<file path="config.mk">
export PLATFORM = sky130hd
export DESIGN_NAME = phase_seq_flat
export DESIGN_NICKNAME = d
export VERILOG_FILES = /design/src/rtl/phase_pkg.sv /design/src/rtl/phase_seq_if.sv /design/src/rtl/phase_next_sel.sv /design/src/rtl/phase_seq.sv /design/src/flat_wrapper.sv
export SDC_FILE = /design/constraint.sdc
export NUM_CORES = 1
export LEC_CHECK = 0
export BUFFER_PORTS_ARGS = -buffer_cell sky130_fd_sc_hd__buf_4
export CORE_MARGIN = 2
export CORE_UTILIZATION = 48
export CTS_CLUSTER_DIAMETER = 80
export DETAILED_ROUTE_END_ITERATION = 12
export GPL_TIMING_DRIVEN = 0
export PLACE_DENSITY = 0.75
export SLEW_MARGIN = 20
export SYNTH_ARGS = -nofsm -noshare
export SYNTH_HDL_FRONTEND = slang
export SYNTH_SLANG_ARGS = --single-unit
</file>
<file path="constraint.sdc">
create_clock -name CLK -period 2.1 [get_ports CLK]
set_input_delay 0.42 -clock CLK [delete_from_list [all_inputs] [get_ports CLK]]
set_output_delay 0.42 -clock CLK [all_outputs]
set_load 0.02 [all_outputs]
</file>
<file path="src/rtl/phase_pkg.sv">
// Shared definitions for the phase sequencer: phase indices, FSM encoding and
// a one-hot-to-index helper.
package phase_pkg;

  localparam int unsigned MaxPhase = 16;
  localparam int unsigned IdxW     = 4;

  // Phase indices for the default five-phase build.
  localparam int unsigned F = 0;
  localparam int unsigned R = 1;
  localparam int unsigned X = 2;
  localparam int unsigned M = 3;
  localparam int unsigned W = 4;

  typedef enum logic [1:0] {
    StRun      = 2'd0,
    StWaitStep = 2'd1,
    StHalted   = 2'd2
  } state_e;

  // Index of the set bit; returns 0 for an all-zero vector.
  function automatic logic [IdxW-1:0] onehot_idx(input logic [MaxPhase-1:0] v);
    logic [IdxW-1:0] idx;
    idx = '0;
    for (int unsigned i = 0; i < MaxPhase; i++) begin
      if (v[i]) idx = IdxW'(i);
    end
    return idx;
  endfunction

endpackage

</file>
<file path="src/rtl/phase_seq_if.sv">
// Control/status bundle between the phase sequencer and its driver.
interface phase_seq_if #(
  parameter int unsigned NPHASE = 5,
  parameter int unsigned CNT_W  = 32
);
  logic              HLT;
  logic              STALL;
  logic [NPHASE-1:0] SKIP;
  logic              STEP_EN;
  logic              STEP;
  logic [NPHASE-1:0] phase;
  logic              halted;
  logic              retire;
  logic [CNT_W-1:0]  icount;
  logic [CNT_W-1:0]  cycle_cnt;

  modport master (
    output HLT, STALL, SKIP, STEP_EN, STEP,
    input  phase, halted, retire, icount, cycle_cnt
  );

  modport slave (
    input  HLT, STALL, SKIP, STEP_EN, STEP,
    output phase, halted, retire, icount, cycle_cnt
  );
endinterface

</file>
<file path="src/rtl/phase_next_sel.sv">
// Combinational next-phase search: lowest unskipped phase above the current one,
// or a wrap back to fetch when none remains.
module phase_next_sel
  import phase_pkg::*;
#(
  parameter int unsigned NPHASE = 5
) (
  input  logic [NPHASE-1:0] cur_i,
  input  logic [NPHASE-1:0] skip_i,
  output logic [NPHASE-1:0] nxt_o,
  output logic              wrap_o
);

  logic [MaxPhase-1:0] cur_ext;
  logic [IdxW-1:0]     cur_idx;
  logic                found;
  logic                unused_skip0;

  // Fetch is never skipped, so bit 0 of the mask plays no part.
  assign unused_skip0 = skip_i[0];

  always_comb begin
    cur_ext = '0;
    cur_ext[NPHASE-1:0] = cur_i;
  end

  assign cur_idx = onehot_idx(cur_ext);

  always_comb begin
    nxt_o  = '0;
    found  = 1'b0;
    for (int unsigned i = 1; i < NPHASE; i++) begin
      if (!found && (i > {28'd0, cur_idx}) && !skip_i[i]) begin
        nxt_o[i] = 1'b1;
        found    = 1'b1;
      end
    end
    wrap_o = !found;
    if (!found) nxt_o[F] = 1'b1;
  end

endmodule

</file>
<file path="src/rtl/phase_seq.sv">
// One-hot phase sequencer with per-instruction skipping, stall, boundary halt,
// single-step and retire/cycle counters.
module phase_seq
  import phase_pkg::*;
#(
  parameter int unsigned NPHASE = 5,
  parameter int unsigned CNT_W  = 32
) (
  input logic        CLK,
  input logic        RST,
  phase_seq_if.slave bus
);

  state_e            state_q, state_d;
  logic [NPHASE-1:0] phase_q, phase_d;
  logic              retire_q, retire_d;
  logic [CNT_W-1:0]  icount_q, icount_d;
  logic [CNT_W-1:0]  cycle_q, cycle_d;

  logic [NPHASE-1:0] fetch_oh;
  logic [NPHASE-1:0] nxt_phase;
  logic              wrap;
  logic              advance;

  always_comb begin
    fetch_oh    = '0;
    fetch_oh[F] = 1'b1;
  end

  phase_next_sel #(
    .NPHASE (NPHASE)
  ) u_next_sel (
    .cur_i  (phase_q),
    .skip_i (bus.SKIP),
    .nxt_o  (nxt_phase),
    .wrap_o (wrap)
  );

  always_comb begin
    state_d  = state_q;
    phase_d  = phase_q;
    retire_d = 1'b0;
    icount_d = icount_q;
    cycle_d  = (state_q != StHalted) ? cycle_q + CNT_W'(1) : cycle_q;
    advance  = 1'b0;

    unique case (state_q)
      StRun: advance = !bus.STALL;
      // Parked on fetch, which is itself an instruction boundary.
      StWaitStep: begin
        if (!bus.STALL) begin
          if (bus.HLT) begin
            state_d = StHalted;
            phase_d = '0;
          end else if (!bus.STEP_EN) begin
            state_d = StRun;
          end else begin
            advance = bus.STEP;
          end
        end
      end
      StHalted: begin
        if (!bus.HLT) begin
          state_d = bus.STEP_EN ? StWaitStep : StRun;
          phase_d = fetch_oh;
        end
      end
      default: begin
        state_d = StRun;
        phase_d = fetch_oh;
      end
    endcase

    if (advance) begin
      if (wrap) begin
        retire_d = 1'b1;
        icount_d = icount_q + CNT_W'(1);
        if (bus.HLT) begin
          state_d = StHalted;
          phase_d = '0;
        end else if (bus.STEP_EN) begin
          state_d = StWaitStep;
          phase_d = fetch_oh;
        end else begin
          state_d = StRun;
          phase_d = fetch_oh;
        end
      end else begin
        state_d = StRun;
        phase_d = nxt_phase;
      end
    end
  end

  always_ff @(posedge CLK) begin
    if (RST) begin
      state_q  <= StRun;
      phase_q  <= fetch_oh;
      retire_q <= 1'b0;
      icount_q <= '0;
      cycle_q  <= '0;
    end else begin
      state_q  <= state_d;
      phase_q  <= phase_d;
      retire_q <= retire_d;
      icount_q <= icount_d;
      cycle_q  <= cycle_d;
    end
  end

  assign bus.phase     = phase_q;
  assign bus.halted    = (state_q == StHalted);
  assign bus.retire    = retire_q;
  assign bus.icount    = icount_q;
  assign bus.cycle_cnt = cycle_q;

endmodule

</file>
<file path="src/flat_wrapper.sv">
// flat-port wrapper written by rule: the top's interface ports become plain ports
module phase_seq_flat import phase_pkg::*;
#(
  parameter int unsigned NPHASE = 5,
  parameter int unsigned CNT_W  = 32
)
  (CLK, RST, bus_HLT, bus_STALL, bus_SKIP, bus_STEP_EN, bus_STEP, bus_phase, bus_halted, bus_retire, bus_icount, bus_cycle_cnt);
  phase_seq_if #(.NPHASE(NPHASE), .CNT_W(CNT_W)) bus_i ();
  input logic CLK;
  input logic RST;
  input wire logic [$bits(bus_i.HLT)-1:0] bus_HLT;
  input wire logic [$bits(bus_i.STALL)-1:0] bus_STALL;
  input wire logic [$bits(bus_i.SKIP)-1:0] bus_SKIP;
  input wire logic [$bits(bus_i.STEP_EN)-1:0] bus_STEP_EN;
  input wire logic [$bits(bus_i.STEP)-1:0] bus_STEP;
  output wire logic [$bits(bus_i.phase)-1:0] bus_phase;
  output wire logic [$bits(bus_i.halted)-1:0] bus_halted;
  output wire logic [$bits(bus_i.retire)-1:0] bus_retire;
  output wire logic [$bits(bus_i.icount)-1:0] bus_icount;
  output wire logic [$bits(bus_i.cycle_cnt)-1:0] bus_cycle_cnt;
  assign bus_i.HLT = bus_HLT;
  assign bus_i.STALL = bus_STALL;
  assign bus_i.SKIP = bus_SKIP;
  assign bus_i.STEP_EN = bus_STEP_EN;
  assign bus_i.STEP = bus_STEP;
  assign bus_phase = bus_i.phase;
  assign bus_halted = bus_i.halted;
  assign bus_retire = bus_i.retire;
  assign bus_icount = bus_i.icount;
  assign bus_cycle_cnt = bus_i.cycle_cnt;
  phase_seq #(.NPHASE(NPHASE), .CNT_W(CNT_W)) u_core (.CLK(CLK), .RST(RST), .bus(bus_i));
endmodule
</file>
==> results by group, run 1 <==
Drt
  • Routed Antenna Nets: 0
  • Avg WL per Cell: 14.4 um
  • DR iter-0 viols: 129
  • DRC viols: 0
  • Routed WL: 8.53 mm
  • Vias per Instance: around 5.5
  • Via count: 3259
  • Initial DRT Pass Iterations: 4

Clock tree
  • # clock sinks: 72
  • Clk_lat worst skew: 0.35 ns
  • TritonCTS clock tree: yes
  • TritonCTS buffer count: 9
  • H-Tree Depth: 3
  • Clk slew on worst S/H paths: 0.08 ns
  • CTS max path bufs: 2
  • CTS Root Cell: clkbuf_8

Logic synthesis
  • Post-synthesis mux area share: 0.587%
  • Syn Area/Cell: 8.64 sq um
  • Seq/Total Area, Yosys: 42.2%
  • Synth Area in Adders: 1.83%
  • Syn Std Cell Area: about 3400 sq um
  • Post-synth EDFFs: 0
  • Share of synthesized registers carrying an async set or reset: 0%
  • Distinct cells, synth: 47
  • Synth Area in Simple Gates: 29.7%
  • Yosys warnings: 0
  • Synth Area in Compound Gates: 8.32%
  • Xor-xnor portion of the synthesized cell area: 12.8%
  • Seq cells post-synth: 72
  • Mapped Cells: between 300 and 400
  • Post-Syn Nets: 411
  • Largest family of logic cells by synthesized area: simple AND/OR/NAND/NOR gates
  • Post-synth top flop: dfxtp_1

STA
  • Setup TNS: 0 ns
  • Finish-stage setup viols: 0
  • Rel. slew slack: 67.6%
  • FMAX: 0.497 GHz
  • Worst Skew: about 0.014 ns
  • Minimum clock period: 2.01 ns
  • RSZ-0062 raised after global routing: yes
  • Worst hold slack: 0.398 ns
  • Fin. Hold Viols: 0
  • Share of the clock period used by the worst path: between 90% and 100%
  • Max-slew violations: 0
  • Worst Tran Pin Value: between 0.4 and 0.5 ns

Setup path
  • R2R Path Start: u_core.state_q[1]$_SDFFE_PP0P_
  • CP Cell Sequence: inv_2 -> ha_4 -> and4b_2 -> o2111ai_2 -> clkbuf_4 -> nor4_1 -> xnor2_1 -> nor2_1
  • Cells on worst reg2reg path: 8
  • Crit path max fanout: 10
  • RR Endpoint: u_core.bus.icount[30]$_SDFFE_PP0P_
  • R2R Setup Slk: 0.09 ns
  • CP arrival: about 2.2 ns
  • Setup CP Type: reg2reg
  • Critical path launch point type: flop
  • Crit. End Element: flop
  • Critical path endpoint: u_core.bus.icount[30]$_SDFFE_PP0P_
  • Slowest CP cell: dfxtp_1
  • CP peak stage delay: 0.33 ns
  • Critical Path Start: u_core.state_q[1]$_SDFFE_PP0P_
  • Worst endpoint required time: 2.33 ns

Global routing
  • Vias in the first global route: 2963
  • GR Overflow Total: 0
  • Largest net degree at the start of global routing: 14
  • Initial antenna violation count: 0
  • First-pass GRT wire length: between 10 and 15 mm
  • Total track usage: 21.9%

Placement
  • Placed Instances: 571
  • Hpwl dp: a little under 6 mm
  • IO Port Bufs: 80
  • Gpl congestion: 0.821

Power
  • Power Internal: 2.24 mW
  • Switch Pwr: 0.672 mW
  • Power, Total: 2.91 mW
  • Register share of total power: 47.9%
  • Clk pwr share: 46.5%
  • Switching share of power: between 20% and 30%
  • Max IR drop VDD: 0.000399 V
  • Combinational share of power: 5.6%
  • Cell Pwr Density: about 640 nW/um^2
  • Pleak: about 1.8 nW

Floorplanning
  • Site Rows: 30
  • I/O pin cnt: 82
  • Chip height: approximately 88 um
  • Starting Density: 49.9%
  • Core box area: 6830 sq um
  • Die W: 88.3 um
  • Die area: 7800 sq um

Finish
  • Non-filler cells, final: 594
  • Fillers: 591
  • Share of post-route cells with drive strength above 1: approximately 29%
  • Nets: ~510
  • Diodes inserted: 0
  • Area Overhead vs Synth: 33.4%

Min path
  • Worst Hold Class: in2reg

Outcome
  • Run status: finished clean

Run
  • MaxCap Viol Count: 0
[Yosys cell counts (2+ instances only)]
cell type,n,area share [%]
dfxtp_1,72,42
nor2_1,67,7.4
xnor2_1,27,6.9
xor2_1,23,5.9
nand2_1,19,2.1
a21oi_1,17,2.5
nand3_1,17,2.5
nor3_1,17,2.5
nand4_1,16,2.9
nor4_1,13,2.4
o21ai_0,13,1.9
clkbuf_1,12,1.3
inv_1,12,1.3
or3_1,10,1.8
and4_1,6,1.5
and3_1,5,0.92
ha_1,5,1.8
a22oi_1,3,0.66
buf_6,3,0.99
a31o_2,2,0.51
a32oi_1,2,0.51
and2_1,2,0.37
and4_2,2,0.59
and4b_2,2,0.66
dlygate4sd1_1,2,0.51
mux2i_1,2,0.59
nand2b_1,2,0.37
nand4b_1,2,0.51
o32ai_1,2,0.51
[final cells by class]
class	count	area [sq um]	share of cell area, %
sequential	72	1450	31.8
clock inverter	6	115	2.53
multi-input combinational	292	1910	42.1
timing repair buffer	88	661	14.5
clock buffer	10	128	2.80
inverter	12	45.0	0.990
buffer	18	121	2.67
tap	96	120	2.64
[registers in the layout, indices dropped and copies added (netlist names)]
name                  count
u_core.bus.cycle_cnt     32
u_core.bus.icount        32
u_core.bus.phase          5
u_core.state_q            2
u_core.bus.retire         1
[layout by cell type (no fill, tap or decap), types with 3 or more instances in the layout]
cell type	count
buf_6	3
xnor2_1	27
and4_1	6
and3_1	5
ha_1	3
o21ai_0	11
buf_4	88
dfxtp_1	68
inv_1	11
nor4_2	3
nand4_1	16
nand2_1	19
a21oi_1	17
clkbuf_1	8
a22oi_1	3
dfxtp_2	4
nand3_1	16
nor3_1	15
nor4_1	9
xor2_1	23
clkbuf_8	10
nor2_1	67
bufinv_16	3
clkbuf_2	3
or3_1	10
[metal layers]
metal | vias to the layer above | track usage (%) | share of wire [%]
met2 | 103 | 35.4 | 48
met4 | 0 | 8.40 | 1.4
met5 | - | 0 | 0
met1 | 1551 | 28.7 | 44
li1 | 1592 | - | -
met3 | 13 | 4.76 | 6.2
[timing repair]
| item | 4_1_cts | 5_1_grt |
|---|---|---|
| cloned | 0 | 1 |
| endpoints found under the setup margin | 32 | 24 |
| gates resized for setup | 18 | 12 |
| pin swaps | 2 | 6 |
| setup buffers | 1 | 6 |
| hold buffers | 0 | 0 |
[power by group through the flow]
stage	sequential, mW	combinational, mW	clock [mW]
floorplan	1.44	0.0787	0
global placement	1.42	0.152	0
detailed placement	1.42	0.154	0
CTS	1.39	0.159	1.37
global route	1.40	0.176	1.43
finish	1.39	0.162	1.35
[through the flow]
step	utilization [%]	setup slack [ns]	area (sq um)
final	66.6	0.0876	4550
after floorplan	-	0.00921	3420
after global placement	60.6	-0.302	4140
after detailed placement	60.6	-0.303	4140
after global routing	66.6	-0.0121	4550
after CTS	65.4	-0.000971	4470
[cells by family (layout without fill, tap and decap cells)]
| family | Yosys count | after routing |
|---|---|---|
| flip-flops | 72 | 72 |
| buffers and inverters | 31 | 134 |
| AO/OA/AOI/OAI | 46 | 46 |
| XOR/XNOR | 50 | 50 |
| multiplexers | 2 | 2 |
| AND/OR/NAND/NOR | 189 | 189 |
| adder cells (fa/ha/maj) | 5 | 5 |
[critical path: cells and delay by family (launching register included)]
family / cells / cell delay [ns]
flip-flops: 1 / 0.33
AO/OA/AOI/OAI: 1 / 0.22
buffers and inverters: 2 / 0.37
AND/OR/NAND/NOR: 3 / 0.65
adder cells (fa/ha/maj): 1 / 0.16
XOR/XNOR: 1 / 0.17
[worst min path at each step]
| stage | cells past startpoint | to | startpoint | slack, ns |
|---|---|---|---|---|
| after floorplan | 2 | u_core.state_q[1]$_SDFFE_PP0P_ | u_core.state_q[1]$_SDFFE_PP0P_ | 0.51 |
| after global placement | 2 | u_core.bus.icount[31]$_SDFFE_PP0P_ | u_core.bus.icount[31]$_SDFFE_PP0P_ | 0.47 |
| final | 3 | u_core.state_q[0]$_SDFFE_PP0P_ | RST | 0.40 |
| after CTS | 3 | u_core.state_q[1]$_SDFFE_PP0P_ | bus_HLT | 0.40 |
| after detailed placement | 2 | u_core.bus.icount[31]$_SDFFE_PP0P_ | u_core.bus.icount[31]$_SDFFE_PP0P_ | 0.48 |
| after global routing | 3 | u_core.state_q[0]$_SDFFE_PP0P_ | RST | 0.41 |
No activity file was read; power rests on OpenSTA's default activity.
==> run 2: changes to the inputs <==
--- a/config.mk
+++ b/config.mk
@@ -11,8 +11,9 @@
 export CTS_CLUSTER_DIAMETER = 80
 export DETAILED_ROUTE_END_ITERATION = 12
 export GPL_TIMING_DRIVEN = 0
-export PLACE_DENSITY = 0.75
+export PLACE_DENSITY = 0.74
 export SLEW_MARGIN = 20
 export SYNTH_ARGS = -nofsm -noshare
 export SYNTH_HDL_FRONTEND = slang
+export SYNTH_HIERARCHICAL = 1
 export SYNTH_SLANG_ARGS = --single-unit
==> run 2 against run 1 <==
  * The flow now finishes with violations (negative setup slack)
  * Flip-flop and latch count is the same
  * First-iteration DRC count grew 64%
  * Critical path depth shrank 1
  * Die area grew 1.3%
  * Clock power shrank 31%
  * Clock-buffer cell count grew 2
  * Synthesized area grew 1.4%
  * Synthesized cell count grew 4.8%
  * Hold slack gained 0.074 ns
  * Total power shrank 14%
  * Combinational power grew 6%
  * Core utilization grew 0.27 points
==> results by group, run 2 <==
Outcome
  • Run status: complete, but fails checks
  • Failing checks: negative setup slack

Drt
  • Via count: 3309 (+1.5%)
  • Avg WL per Cell: 14.3 um (-0.73%)
  • Vias per Instance: 5.44 (-0.80%)
  • Initial DRT Pass Iterations: 4 (unchanged)
  • DRC viols: 0 (unchanged)
  • DR iter-0 viols: 212 (+64%)
  • Routed WL: 8.67 mm (+1.6%)
  • Routed Antenna Nets: 0 (unchanged)

Finish
  • FF+latch area: 1460 sq um (+0.69%)
  • Diodes inserted: 0 (unchanged)
  • Nets: 526 (+3.3%)
  • Fillers: 599 (+1.4%)
  • Most frequent cells in the layout: buf_4 (89), nor2_1 (70), dfxtp_1 (68), nand2_1 (31), xor2_1 (30)
  • Final instance area: 4590 sq um (+0.96%)
  • Area Overhead vs Synth: 32.9%
  • Area of the multi-input gates: 2080 sq um (+8.8%)
  • Share of post-route cells with drive strength above 1: 27.7% (-0.78 points)
  • Commonest non-fill, non-tap cell in the layout: buf_4

Power
  • Clk pwr share: 37.3% (-9.2 points)
  • Switching share of power: 23.2% (+0.095 points)
  • Cell Pwr Density: 543 nW/um^2 (-15%)
  • Power Internal: 1.92 mW (-14%)
  • Combinational share of power: 6.9% (+1.3 points)
  • Switch Pwr: 0.579 mW (-14%)
  • Max IR drop VDD: 0.000289 V (-28%)
  • Pleak: 1.81 nW (+1.1%)
  • Register share of total power: 55.8% (+7.9 points)

STA
  • Minimum clock period: 2.26 ns (+0.249 ns)
  • Rel. slew slack: 58.6% (-8.9 points)
  • RSZ-0062 raised after global routing: yes
  • Max-slew violations: 0 (unchanged)
  • Worst Skew: 0.0126 ns (-0.00133 ns)
  • Worst Slack Setup Final: -0.161 ns (-0.249 ns)
  • Worst Tran Pin Value: 0.614 ns (+0.131 ns)
  • Share of the clock period used by the worst path: 108% (+12 points)
  • Finish-stage setup viols: 3 (+3)
  • Fin. Hold Viols: 0 (unchanged)
  • FMAX: 0.442 GHz (-11%)

Logic synthesis
  • Distinct cells, synth: 47 (unchanged)
  • Synth top area cells: dfxtp_1 (42%), nor2_1 (7.7%), xor2_1 (7.6%)
  • Largest area contributor in the netlist: dfxtp_1
  • Count leader, synth: dfxtp_1
  • Synth Area in Simple Gates: 30.9% (+1.3 points)
  • Post-synthesis mux area share: 0.289% (-0.30 points)
  • Xor-xnor portion of the synthesized cell area: 13.9% (+1.1 points)
  • Post-Syn Nets: 430 (+4.6%)
  • Synth top cells by count: dfxtp_1 (72), nor2_1 (71), nand2_1 (31), xor2_1 (30), xnor2_1 (25)
  • Synth top area share: 41.7% (-0.57 points)
  • Seq cells post-synth: 72 (unchanged)
  • Synth Area in Compound Gates: 8.18% (-0.15 points)
  • Post-synth EDFFs: 0 (unchanged)
  • Mapped Cells: 414 (+4.8%)
  • Yosys warnings: 6 (+6)
  • Largest family of logic cells by synthesized area: simple AND/OR/NAND/NOR gates
  • Synth Area in Adders: 1.81% (-0.025 points)
  • Syn Std Cell Area: 3460 sq um (+1.4%)
  • Syn Area/Cell: 8.35 sq um (-3.3%)
  • Post-synth top flop: dfxtp_1
  • Seq/Total Area, Yosys: 41.7% (-0.57 points)
  • Share of synthesized registers carrying an async set or reset: 0% (unchanged)

Global routing
  • Initial antenna violation count: 0 (unchanged)
  • Total track usage: 22.4% (+0.47 points)
  • GR Overflow Total: 0 (unchanged)
  • First-pass GRT wire length: 13.8 mm (+1.9%)
  • Vias in the first global route: 2950 (-0.44%)
  • Largest net degree at the start of global routing: 11 (-3)

Clock tree
  • # clock sinks: 72 (unchanged)
  • Clk_lat worst skew: 0.34 ns (about the same)
  • CTS Hold Buffers Added: 0 (unchanged)
  • CTS Root Cell: clkbuf_8
  • Clk slew on worst S/H paths: 0.07 ns (about the same)
  • H-Tree Depth: 3 (unchanged)
  • TritonCTS buffer count: 9 (unchanged)
  • CTS max path bufs: 2 (unchanged)
  • TritonCTS clock tree: yes

Setup path
  • Crit. End Element: flop
  • CP arrival: 2.53 ns (+0.29 ns)
  • Cell mode on critical path: or4_4
  • CP Cell Sequence: nor3_4 -> a211oi_4 -> nand4_1 -> or2_4 -> or4_4 -> or4_4 -> a21oi_2
  • Critical path launch point type: flop
  • CP peak stage delay: 0.47 ns (+0.14 ns)
  • Setup CP Type: reg2reg
  • Worst endpoint required time: 2.36 ns (+0.03 ns)
  • Crit path max fanout: 6 (-4)
  • Slowest CP cell: or4_4

Floorplanning
  • Starting Density: 50.3% (+0.40 points)
  • Core box area: 6870 sq um (+0.55%)
  • Die W: 88.9 um (+0.65%)
  • Die area: 7900 sq um (+1.3%)
  • Site Rows: 30 (unchanged)
  • I/O pin cnt: 82 (unchanged)
  • Chip height: 88.9 um (+0.65%)

Placement
  • Placed inst area: 4210 sq um (+1.6%)
  • Pre-CTS setup slack: -0.577 ns (-0.274 ns)
  • Hpwl dp: 6.06 mm (+4.3%)
  • IO Port Bufs: 80 (unchanged)
  • Gpl congestion: 0.926 (+13%)

Min path
  • Worst Hold Class: in2reg

Run
  • MaxCap Viol Count: 0 (unchanged)
-- run 2: timing repair --
action | 4_1_cts | 5_1_grt
buffers inserted | 6 | 2
pin swaps | 3 | 7
setup endpoints to repair | 38 | 47
gates resized for setup | 14 | 31
-- run 2: layout make-up --
class | instances | share of cell area (%)
sequential | 72 | 31.7
buffer | 16 | 1.66
inverter | 9 | 0.735
tap | 96 | 2.61
timing repair buffer | 88 | 14.5
multi-input combinational | 314 | 45.3
clock buffer | 12 | 3.38
clock inverter | 1 | 0.109
-- run 2: kinds of logic after synthesis --
| kind of cell | count (synthesis) |
|---|---|
| and+or+nand+nor | 210 |
| DFF | 72 |
| xor gates and xnor gates | 55 |
| adders and majority gates | 5 |
| buffers and inverters | 28 |
| muxes | 1 |
| AOI/OAI and AO/OA | 43 |
-- run 2: power by group through the flow --
stage / sequential, mW / clock [mW] / combinational (mW)
floorplan: 1.44 / 0 / 0.0809
global placement: 1.42 / 0 / 0.154
detailed placement: 1.42 / 0 / 0.158
finish: 1.39 / 0.932 / 0.172
CTS: 1.39 / 0.960 / 0.169
global route: 1.39 / 1.03 / 0.188
-- run 2: metrics by stage --
step	cells	utilization (%)	hold WS, ns	total power, mW	setup TNS [ns]
floorplan	414	-	0.521	1.52	-0.206
global placement	590	61.3	0.489	1.58	-9.98
detailed placement	590	61.3	0.502	1.58	-11.76
CTS	609	65.1	0.452	2.52	-0.290
global route	608	66.9	0.476	2.61	-0.752
finish	608	66.9	0.472	2.50	-0.341
-- run 2: metal layers --
| layer | wire length (um) | vias up | global-route usage, % |
|---|---|---|---|
| met5 | 0 | - | 0 |
| met4 | 135 | 0 | 9.64 |
| met3 | 366 | 13 | 3.64 |
| met2 | 3970 | 82 | 32.9 |
| met1 | 4200 | 1573 | 32.3 |
| li1 | - | 1641 | - |
-- run 2: final timing paths --
kind / start / endpoint / slack [ns] / cells past startpoint
worst max-delay path: u_core/bus.phase[4]$_SDFFE_PP0P_ / u_core/bus.icount[29]$_SDFFE_PP0P_ / -0.16 / 7
worst min-delay path: bus_SKIP[1] / u_core/bus.phase[1]$_SDFFE_PP0P_ / 0.47 / 4
worst max register to register: u_core/bus.phase[4]$_SDFFE_PP0P_ / u_core/bus.icount[29]$_SDFFE_PP0P_ / -0.16 / 7
worst min register to register: u_core/bus.cycle_cnt[6]$_SDFFE_PP0N_ / u_core/bus.cycle_cnt[6]$_SDFFE_PP0N_ / 0.52 / 2
-- run 2: critical path: cells and delay by family (launching register included) --
family | cells | cell delay, ns
DFF | 1 | 0.39
AOI/OAI and AO/OA | 2 | 0.45
and+or+nand+nor | 5 | 1.35
==> run 3: changes to the inputs <==
--- a/config.mk
+++ b/config.mk
@@ -5,11 +5,12 @@
 export SDC_FILE = /design/constraint.sdc
 export NUM_CORES = 1
 export LEC_CHECK = 0
-export BUFFER_PORTS_ARGS = -buffer_cell sky130_fd_sc_hd__buf_4
+export CORE_ASPECT_RATIO = 0.9
 export CORE_MARGIN = 2
-export CORE_UTILIZATION = 48
+export CORE_UTILIZATION = 57
 export CTS_CLUSTER_DIAMETER = 80
 export DETAILED_ROUTE_END_ITERATION = 12
+export DONT_BUFFER_PORTS = 1
 export GPL_TIMING_DRIVEN = 0
 export PLACE_DENSITY = 0.74
 export SLEW_MARGIN = 20
==> run 3 against run 2 <==
  * The run still ends with negative setup slack left
  * Clock-buffer cell count unchanged
  * Sequential power about the same
  * Global-route usage up 2.6 points
  * Non-clock buffer count down 70
  * Combinational power down 33%
  * Total power up 9.7%
  * Flip-flop and latch count unchanged
  * Die area down 15%
  * Clock power up 30%
==> results by group, run 3 (synthesis gave the netlist of run 2 again) <==
Setup path
  • Crit path max fanout: 6 (unchanged)
  • Setup CP Type: reg2reg
  • CP arrival: 2.55 ns (+0.02 ns)
  • Worst endpoint required time: 2.38 ns (+0.02 ns)
  • Cells on worst reg2reg path: 8 (+1)
  • Crit. End Element: flop
  • R2R Setup Slk: -0.17 ns (about the same)
  • Critical path launch point type: flop

STA
  • RSZ-0062 raised after global routing: yes
  • Worst hold slack: 0.303 ns (-0.169 ns)
  • Worst Tran Pin Value: 0.528 ns (-0.0859 ns)
  • Finish-stage setup viols: 3 (unchanged)
  • Rel. slew slack: 64.8% (+6.2 points)
  • Share of the clock period used by the worst path: 108% (+0.43 points)
  • Worst Slack Setup Final: -0.170 ns (-0.00906 ns)
  • Worst Skew: 0.00832 ns (-0.00427 ns)
  • Minimum clock period: 2.27 ns (+0.00906 ns)
  • Fin. Hold Viols: 0 (unchanged)
  • Max-slew violations: 0 (unchanged)
  • FMAX: 0.440 GHz (-0.40%)

Clock tree
  • Clk slew on worst S/H paths: 0.07 ns (about the same)
  • CTS Root Cell: clkbuf_8
  • CTS max path bufs: 2 (unchanged)
  • H-Tree Depth: 3 (unchanged)
  • TritonCTS buffer count: 9 (unchanged)
  • Clk_lat worst skew: 0.35 ns (about the same)
  • TritonCTS clock tree: yes
  • # clock sinks: 72 (unchanged)

Placement
  • IO Port Bufs: 0 (-100%)
  • Placed inst area: 3570 sq um (-15%)
  • Hpwl dp: 5.54 mm (-8.6%)
  • Pre-CTS setup slack: -0.479 ns (+0.0982 ns)
  • Placed Instances: 484 (-18%)
  • Gpl congestion: 0.856 (-7.6%)

Floorplanning
  • Die W: 86.1 um (-3.1%)
  • I/O pin cnt: 82 (unchanged)
  • Starting Density: 60.1% (+9.7 points)
  • Core box area: 5760 sq um (-16%)
  • Site Rows: 26 (-13%)
  • Die area: 6710 sq um (-15%)
  • Chip height: 77.9 um (-12%)

Finish
  • Most frequent cells in the layout: nor2_1 (69), dfxtp_1 (55), nand2_1 (30), xor2_1 (30), xnor2_1 (25)
  • Diodes inserted: 0 (unchanged)
  • Commonest non-fill, non-tap cell in the layout: nor2_1
  • Share of post-route cells with drive strength above 1: 20.7% (-7.1 points)
  • Fin util: 73.8% (+6.9 points)
  • Final instance area: 4250 sq um (-7.5%)
  • Nets: 456 (-13%)
  • Area Overhead vs Synth: 22.9%
  • Non-filler cells, final: 515 (-15%)

Outcome
  • Run status: complete, but fails checks
  • Failing checks: negative setup slack

Global routing
  • GR Overflow Total: 0 (unchanged)
  • Total track usage: 25.0% (+2.6 points)
  • Grt peak-use layer: met2
  • Grt met3 use: 8.30% (+4.7 points)
  • Vias in the first global route: 2893 (-1.9%)
  • M1 GR Usage: 30.5% (-1.8 points)
  • First-pass GRT wire length: 13.4 mm (-3.1%)
  • Largest net degree at the start of global routing: 13 (+2)
  • M2 GR Usage: 40.3% (+7.4 points)
  • Initial antenna violation count: 0 (unchanged)

Drt
  • Routed Antenna Nets: 0 (unchanged)
  • Vias per Instance: 6.02 (+11%)
  • Via count: 3098 (-6.4%)
  • Routed WL: 8.84 mm (+1.9%)
  • DRC viols: 0 (unchanged)
  • Initial DRT Pass Iterations: 4 (unchanged)
  • Avg WL per Cell: 17.2 um (+20%)
  • DR iter-0 viols: 160 (-25%)

Power
  • Cell Pwr Density: 644 nW/um^2 (+19%)
  • Max IR drop VDD: 0.000363 V (+26%)
  • Pleak: 1.60 nW (-12%)

Min path
  • Hold path depth: 3 (-1)
  • Worst Hold Class: in2reg

Run
  • MaxCap Viol Count: 0 (unchanged)
-- run 3: timing repair --
item                                    4_1_cts  5_1_grt
resized for setup                            26       56
hold buffers                                  0        0
setup buffers                                 8        8
endpoints found under the setup margin       43       52
pin swaps                                     5       11
cloned                                        0        1
-- run 3: path summary, 6_finish.rpt --
kind	to	from
max	u_core/bus.icount[23]$_SDFFE_PP0P_	u_core/state_q[1]$_SDFFE_PP0P_
min reg2reg	u_core/bus.icount[2]$_SDFFE_PP0P_	u_core/bus.icount[2]$_SDFFE_PP0P_
max reg2reg	u_core/bus.icount[23]$_SDFFE_PP0P_	u_core/state_q[1]$_SDFFE_PP0P_
min	u_core/state_q[0]$_SDFFE_PP0P_	bus_HLT
-- run 3: metrics by stage --
step	TNS, ns	total power, mW
3_3_place_gp	-10.26	1.54
4_1_cts	-1.01	2.76
2_1_floorplan	-0.206	1.52
6_report	-0.366	2.74
3_5_place_dp	-10.57	1.54
5_1_grt	-0.848	2.84
-- run 3: where the power goes --
group | switching [mW] | total (mW) | internal, mW
Sequential | 0.0347 | 1.41 | 1.37
Combinational | 0.0710 | 0.115 | 0.0444
Clock | 0.530 | 1.21 | 0.684
Total | 0.636 | 2.74 | 2.10
-- run 3: final cells by class --
type	instances	area [sq um]
Sequential cell	72	1470
Inverter	9	33.8
Buffer	17	109
Timing Repair Buffer	17	153
Multi-Input combinational cell	314	2170
Fill cell	428	1510
Clock inverter	4	48.8
Clock buffer	12	176
Tap cell	70	87.6
-- run 3: critical path: stages (launching register included) --
cell	delay, ns
dfxtp_1	0.33
inv_1	0.11
ha_4	0.16
and4b_2	0.29
o211ai_4	0.13
or4_4	0.59
buf_4	0.15
or3_1	0.30
a21oi_1	0.13
-- run 3: layer usage --
layer,share of wire [%],routed length [um],up-vias
li1,-,-,1499
met1,43,3770,1498
met2,49,4320,92
met3,7.5,663,9
met4,0.98,87,0
met5,0,0,-
